[src/rtl/mac_divider.sv]
// Sequential restoring divider: splits a MAC result word Y by divisor B into
// quotient and remainder, one quotient bit per clock, valid/ready on both sides.
module mac_divider #(
   parameter int R    = 8,
   parameter int outR = 16
) (
   input  logic            clk,
   input  logic            rst,
   input  logic            in_valid,
   output logic            in_ready,
   input  logic [outR-1:0] DATA_IN,
   input  logic [R-1:0]    DIV,
   output logic            out_valid,
   input  logic            out_ready,
   output logic [outR-1:0] QUOT,
   output logic [R-1:0]    REM,
   output logic            div_zero
);

   localparam int CW = $clog2(outR + 1);
   localparam logic [CW-1:0] CNT_ZERO = CW'(0);
   localparam logic [CW-1:0] CNT_ONE  = CW'(1);
   localparam logic [CW-1:0] CNT_LOAD = CW'(outR);

   typedef enum logic [1:0] {
      IDLE = 2'd0,
      RUN  = 2'd1,
      DONE = 2'd2
   } state_t;

   state_t          state_r;
   logic [outR-1:0] dvd_r;     // dividend shifts out the top, quotient fills the bottom
   logic [R-1:0]    dvs_r;
   logic [R-1:0]    p_r;       // partial remainder; always < divisor between steps
   logic [CW-1:0]   cnt_r;

   logic [R:0]      p_shift_s;
   logic            ge_s;
   logic [R-1:0]    p_next_s;
   logic [outR-1:0] dvd_next_s;

   assign in_ready = (state_r == IDLE);

   // One restoring step: shift in the next dividend bit, subtract when it fits.
   always_comb begin
      p_shift_s  = {p_r, dvd_r[outR-1]};
      ge_s       = (p_shift_s >= {1'b0, dvs_r});
      p_next_s   = p_shift_s[R-1:0];
      dvd_next_s = (dvd_r << 1) | {{(outR-1){1'b0}}, ge_s};
      if (ge_s) begin
         // Difference is below the divisor, so its top bit is always zero.
         p_next_s = p_shift_s[R-1:0] - dvs_r;
      end else begin
         p_next_s = p_shift_s[R-1:0];
      end
   end

   // Control FSM, datapath registers and registered result outputs.
   always_ff @(posedge clk) begin
      if (!rst) begin
         state_r   <= IDLE;
         dvd_r     <= {outR{1'b0}};
         dvs_r     <= {R{1'b0}};
         p_r       <= {R{1'b0}};
         cnt_r     <= CNT_ZERO;
         out_valid <= 1'b0;
         QUOT      <= {outR{1'b0}};
         REM       <= {R{1'b0}};
         div_zero  <= 1'b0;
      end else begin
         case (state_r)
            IDLE: begin
               if (in_valid) begin
                  if (DIV != {R{1'b0}}) begin
                     dvd_r   <= DATA_IN;
                     dvs_r   <= DIV;
                     p_r     <= {R{1'b0}};
                     cnt_r   <= CNT_LOAD;
                     state_r <= RUN;
                  end else begin
                     QUOT      <= {outR{1'b1}};
                     REM       <= DATA_IN[R-1:0];
                     div_zero  <= 1'b1;
                     out_valid <= 1'b1;
                     state_r   <= DONE;
                  end
               end else begin
                  state_r <= IDLE;
               end
            end
            RUN: begin
               p_r   <= p_next_s;
               dvd_r <= dvd_next_s;
               cnt_r <= cnt_r - CNT_ONE;
               if (cnt_r == CNT_ONE) begin
                  QUOT      <= dvd_next_s;
                  REM       <= p_next_s;
                  div_zero  <= 1'b0;
                  out_valid <= 1'b1;
                  state_r   <= DONE;
               end else begin
                  state_r <= RUN;
               end
            end
            DONE: begin
               if (out_ready) begin
                  out_valid <= 1'b0;
                  state_r   <= IDLE;
               end else begin
                  state_r <= DONE;
               end
            end
            default: begin
               out_valid <= 1'b0;
               state_r   <= IDLE;
            end
         endcase
      end
   end

endmodule

[config.mk]
export PLATFORM = sky130hd
export DESIGN_NAME = mac_divider
export DESIGN_NICKNAME = d
export VERILOG_FILES = /design/src/rtl/mac_divider.sv
export SDC_FILE = /design/constraint.sdc
export NUM_CORES = 1
export LEC_CHECK = 0
export BUFFER_PORTS_ARGS = -buffer_cell sky130_fd_sc_hd__buf_2
export CAP_MARGIN = 0
export CORE_MARGIN = 5
export CORE_UTILIZATION = 44
export DETAILED_ROUTE_END_ITERATION = 6
export MAX_ROUTING_LAYER = met4
export PLACE_DENSITY = 0.68
export SLEW_MARGIN = 20
export SYNTH_ARGS = -nofsm -noshare
export SYNTH_HDL_FRONTEND = slang
export SYNTH_SLANG_ARGS = --single-unit
[constraint.sdc]
create_clock -name clk -period 1.9 [get_ports clk]
set_input_delay 0.285 -clock clk [delete_from_list [all_inputs] [get_ports clk]]
set_output_delay 0.285 -clock clk [all_outputs]
set_load 0.05 [all_outputs]
* After elaboration in Yosys (flattened, before gate mapping) *
Index checks and enable logic that the tools add are counted.

storage, ports and cells
  bits of input ports = 28
  logic and storage cells = 58
  register bits after elaboration = 65
  output and inout port bits = 27

operators by class
  reduce and logical (&&, ||, !) cells = 7
  $lt $le $gt $ge = 1
  add/subtract/negate cells = 2
  bitwise operators = 1
  equal/unequal tests = 8
  multiplexer cells = 30

operators with widths
  kind                                                                number
  16-bit 2-to-1 mux                                                   5
  16-bit one-hot mux with 2 select lines                              2
  8-bit 2-to-1 mux                                                    6
  8-bit one-hot mux with 2 select lines                               2
  16-bit by 1-bit bitwise OR with 16-bit output                       1
  5-bit 2-to-1 mux                                                    2
  5-bit one-hot mux with 2 select lines                               1
  9-bit by 8-bit greater-or-equal comparator with 1-bit output        1
  2-bit 2-to-1 mux                                                    4
  2-bit != test, second input constant                                4
  4-bit AND reduction                                                 2
  8-bit nonzero test                                                  1
  8-bit subtractor                                                    1
  2-bit one-hot mux with 3 select lines                               1
  3-bit AND reduction                                                 2
  5-bit by 1-bit == test with 1-bit output, second input constant     1
  1-bit 2-to-1 mux                                                    5
  5-bit by 1-bit subtractor with 5-bit output, second input constant  1
  1-bit one-hot mux with 3 select lines                               1
  2-bit by 1-bit == test with 1-bit output, second input constant     1
  2-bit == test, second input constant                                1
  2-bit zero test                                                     1
  2-bit by 1-bit != test with 1-bit output, second input constant     1
  1-bit one-hot mux with 2 select lines                               1
  2-bit nonzero test                                                  1

* Logic depth before layout (Yosys ltp) *
  depth after elaboration = 4
  depth in mapped cells = 9
  gate-level depth less buffers = 9

* Least setup slack after synthesis *
Ideal clock, no wire load.

  kind = flip-flop to flip-flop
  from = register state_r[0]
  to = register REM[5]
  arrival time = 1971 ps
  setup slack = -146 ps
  data required time = 1825 ps
  stages on the path, launching flop included = 9
  library setup time = 75 ps
  buffers on the path = 3
  clock period less this slack = 2046 ps
  cell sequence = dfxtp_1 > buf_2 > nor2_1 > nand4_1 > nand2_2 > clkbuf_8 > buf_8 > nand2_1 > o22ai_1

between the ends
  longest elaborated chain between the ends = 3
  elaborated cells on any way between the ends = 8
  those cells by class = eq/ne: 4; mux: 1; reduce/logical: 3

RTL lines
  element                                                                      line  text
  from (decl)                                                                  31    state_t state_r;
  from (signal assigned)                                                       61    state_r <= IDLE;
  from (signal assigned)                                                       79    state_r <= RUN;
  from (signal assigned)                                                       85    state_r <= DONE;
  2-bit zero test *                                                            n/a
  via in_ready                                                                 10    output logic in_ready,
  2-bit != test (no source line) / 2-bit nonzero test (equally long branches)  n/a
  4-bit AND reduction (no source line)                                         n/a
  to (signal assigned)                                                         68    REM <= {R{1'b0}};
  to (signal assigned)                                                         82    REM <= DATA_IN[R-1:0];
  to (signal assigned)                                                         97    REM <= p_next_s;
  to (decl)                                                                    16    output logic [R-1:0] REM,

The timed path passes the listed nets; every way through them passes the cells marked *.
A chain may end at the register's enable or synchronous reset.

* Final worst setup path *
  from = register dvd_r[15]
  to = register REM[6]

between the ends
  longest elaborated chain between the ends = 4
  elaborated cells on any way between the ends = 5
  those cells by class = add/sub: 1; order compare: 1; mux: 3

RTL lines
  element                                                                                                  line    text
  from (decl)                                                                                              32      logic [outR-1:0] dvd_r;
  from (signal assigned)                                                                                   62      dvd_r <= {outR{1'b0}};
  from (signal assigned)                                                                                   93      dvd_r <= dvd_next_s;
  8-bit subtractor / 9-bit by 8-bit greater-or-equal comparator with 1-bit output (equally long branches)  52, 47
  8-bit 2-to-1 mux *                                                                                       50      if (ge_s) begin
  8-bit 2-to-1 mux *                                                                                       95      if (cnt_r == CNT_ONE) begin
  8-bit one-hot mux with 2 select lines *                                                                  71      case (state_r)

Every way passes the cells marked *; elsewhere a longest branch is shown, timed or not. The select of a mux whose other input is x is not followed.

==> out/metrics.yaml <==
coreArea_um2: 7176
io_pins: 55
clock_latency_ns: 0.34
grt_pass1_vias: 2834
antenna_found_initial: 0
hold_viol: 0
grt_pass1_wl_um: 12590
p_clk_frac: 0.287
max_freq_ghz: 0.5121
firstDrtPassIters: 4
outcome: "complete, but fails checks"
hold_path.class: "primary input to flop"
seqCellArea_um2: 1304
area_growth_pct: 25.16
numCtsBuffers: 9
rsz0062_at_grt: "yes"
swShare: 0.3387
finClkSkew_ns: 0.005563
violations: "negative setup slack"
root_buffer: "clkbuf_8"
critPathBufInv: 1
slew_headroom: 0.4748
synth_nets: 418
worst_pin_slew_ns: 0.7819
cp-start-kind: "flop"
grt_usage: 0.1803
power.leakage_nw: 1.985
die_area_um2: 9086
clock-sinks: 65
diodes: 0
grt_max_degree: 50
dr.first_iter.drc_count: 90
avgSynthCellArea_um2: 8.451
layout_min_cycle_time_ns: 1.953
drv_slew: 0
cts_tree: "done"
seq_power_share: 0.374
post-route-period-util: 1.028
wl_per_cell_um: 13.98
start_util: 0.4464
cts.path.max_buffers: 2
viasPerCell: 5.195
wl_um: 7660
cap_viol_max_count: 0
dieWidth_um: 95.32
synth_edf_count: 0
cp_top_family: "compound AO/OA/AOI/OAI gates"
ant_nets: 0
finalWorstSetupSlack_ns: -0.05261
gp_congestion: 0.9857
critPathKind: "flop to flop"
pwr-share-comb: 0.340
overflow: 0
placed_area_um2: 3695
dieHeight_um: 95.32
synth_ff_type: "dfxtp_1"
irDropWorstVdd_mv: 0.4623
utilization: 0.5587
power_density_nw_per_um2: 1051
rows: 31
setup_viol: 2
drive_above_1_share: 0.2784
cts_hold_buf: 0
cpPeakStageDelay_ns: 0.34
fillers: 658
worstPathRequired_ns: 2.12
intPower_mw: 2.786
yosysWarnings: 0
async_flop_share: 0
synth.cell_area_um2: 3203
io_buffers: 54
hpwl_um: 5348
clkTransAtPathRegs_ns: 0.07
synth-seq-area-share: 0.4063
worstSetupEndpointType: "flop"
drc: 0
synth_cell_types: 48
crit_slowest_cell: "or3_4"
fin_total_pwr_mw: 4.212
num_vias: 2847
switchingPower_mw: 1.427
h-tree-depth: 3
critPathMaxFanout: 3
multiInputGateArea_um2: 1785
path_cells: "inv_2, ha_4, fa_2, nor2b_4, o31a_1, o21a_1, or3_4, a31oi_4, a31oi_1"
netlist_instances: 379
finalInstanceArea_um2: 4009
nets: 483
synth-seq-cells: 65
cp.arrival_ns: 2.18
[kinds of logic after synthesis]
family	synth area share
buffers and inverters	0.07304
xor gates and xnor gates	0.01367
and+or+nand+nor	0.1992
muxes	0.009375
DFF	0.4063
adders and majority gates	0.04531
AOI/OAI and AO/OA	0.2531
[power groups by stage]
stage | Sequential (mW) | Combinational [mW] | Clock (mW)
floorplan | 1.64 | 0.858 | 0
global placement | 1.59 | 1.25 | 0
detailed placement | 1.60 | 1.27 | 0
CTS | 1.57 | 1.30 | 1.23
global route | 1.59 | 1.58 | 1.28
finish | 1.57 | 1.43 | 1.21
[placed cells by master (no fill, tap or decap), drive strengths merged, types with 2 or more instances in the layout]
master	n
a21boi	18
a21oi	15
a31oi	9
and2	2
and3	2
buf	81
clkbuf	10
clkinvlp	3
dfxtp	65
ha	10
inv	15
mux2i	3
nand2	74
nand2b	4
nand3	13
nor2	37
nor2b	5
nor4	3
o211a	28
o211ai	4
o21a	4
o21ai	14
o221ai	7
o22ai	2
o31ai	2
or3	2
xnor2	3
xor2	2
[synth_stat cells, types with 3 or more instances]
library cell	number	area [µm²]
o211ai_1	4	30.03
nor4_1	3	18.77
ha_1	10	125.1
inv_1	14	52.55
nor2_1	37	138.9
o21a_1	4	30.03
dfxtp_1	65	1301
a21oi_1	14	70.07
nand3_1	13	65.06
o211a_1	28	280.3
mux2i_1	3	30.03
a31oi_1	8	50.05
buf_2	7	35.03
buf_6	3	33.78
xnor2_1	3	26.28
o21ai_0	13	65.06
clkbuf_1	11	41.29
a21boi_0	16	120.1
o221ai_1	7	61.31
nand2_1	73	274.0
nand2b_1	4	25.02
nor2b_1	4	25.02
clkbuf_8	3	41.29
[metal layers]
metal	wire (µm)	vias to the layer above	share of wire	track usage
met5	0	-	0	-
met4	155	0	0.020	0.07212
met3	347	19	0.045	0.05209
met2	3796	56	0.50	0.2904
met1	3362	1327	0.44	0.2115
li1	-	1445	-	-
[metrics by stage]
stage | std cells | hold WS, ns | worst slack [ns] | setup TNS [ns]
2_1_floorplan | 379 | 0.4198 | 0.006682 | 0
3_3_place_gp | 531 | 0.4469 | -0.03382 | -0.03960
3_5_place_dp | 531 | 0.4481 | -0.05131 | -0.1718
4_1_cts | 547 | 0.1780 | -0.05311 | -0.08152
5_1_grt | 548 | 0.2009 | -0.1100 | -0.3537
6_report | 548 | 0.1905 | -0.05261 | -0.07995
[path summary, 6_finish.rpt]
path	start	to	slack, ns	cells past startpoint
max	dvd_r[15]	REM[6]	-0.05	9
min	DIV[7]	dvs_r[7]	0.19	3
max reg2reg	dvd_r[15]	REM[6]	-0.05	9
min reg2reg	dvs_r[7]	dvs_r[7]	0.46	2
[cell type report]
cell class	instances	share of cell area
Timing Repair Buffer	81	0.1345
Clock inverter	6	0.01654
Sequential cell	65	0.3252
Clock buffer	10	0.03433
Inverter	14	0.01311
Tap cell	99	0.03090
Multi-Input combinational cell	273	0.4454
[worst min-delay path: stages]
cell	delay, ns
buf_2	0.10
nand2_1	0.05
a21boi_1	0.05
[registers in the layout, summed over array words and instances (netlist names)]
register   count
div_zero       1
QUOT          16
p_r            8
dvd_r         16
REM            8
dvs_r          8
out_valid      1
cnt_r          5
state_r        2
[repair_timing]
item                                    4_1_cts  5_1_grt
pin swaps                                     1       10
setup buffers                                 0        1
resized for setup                             3       19
endpoints found under the setup margin        6       16
Note: power is estimated with default switching activity, not from simulation.
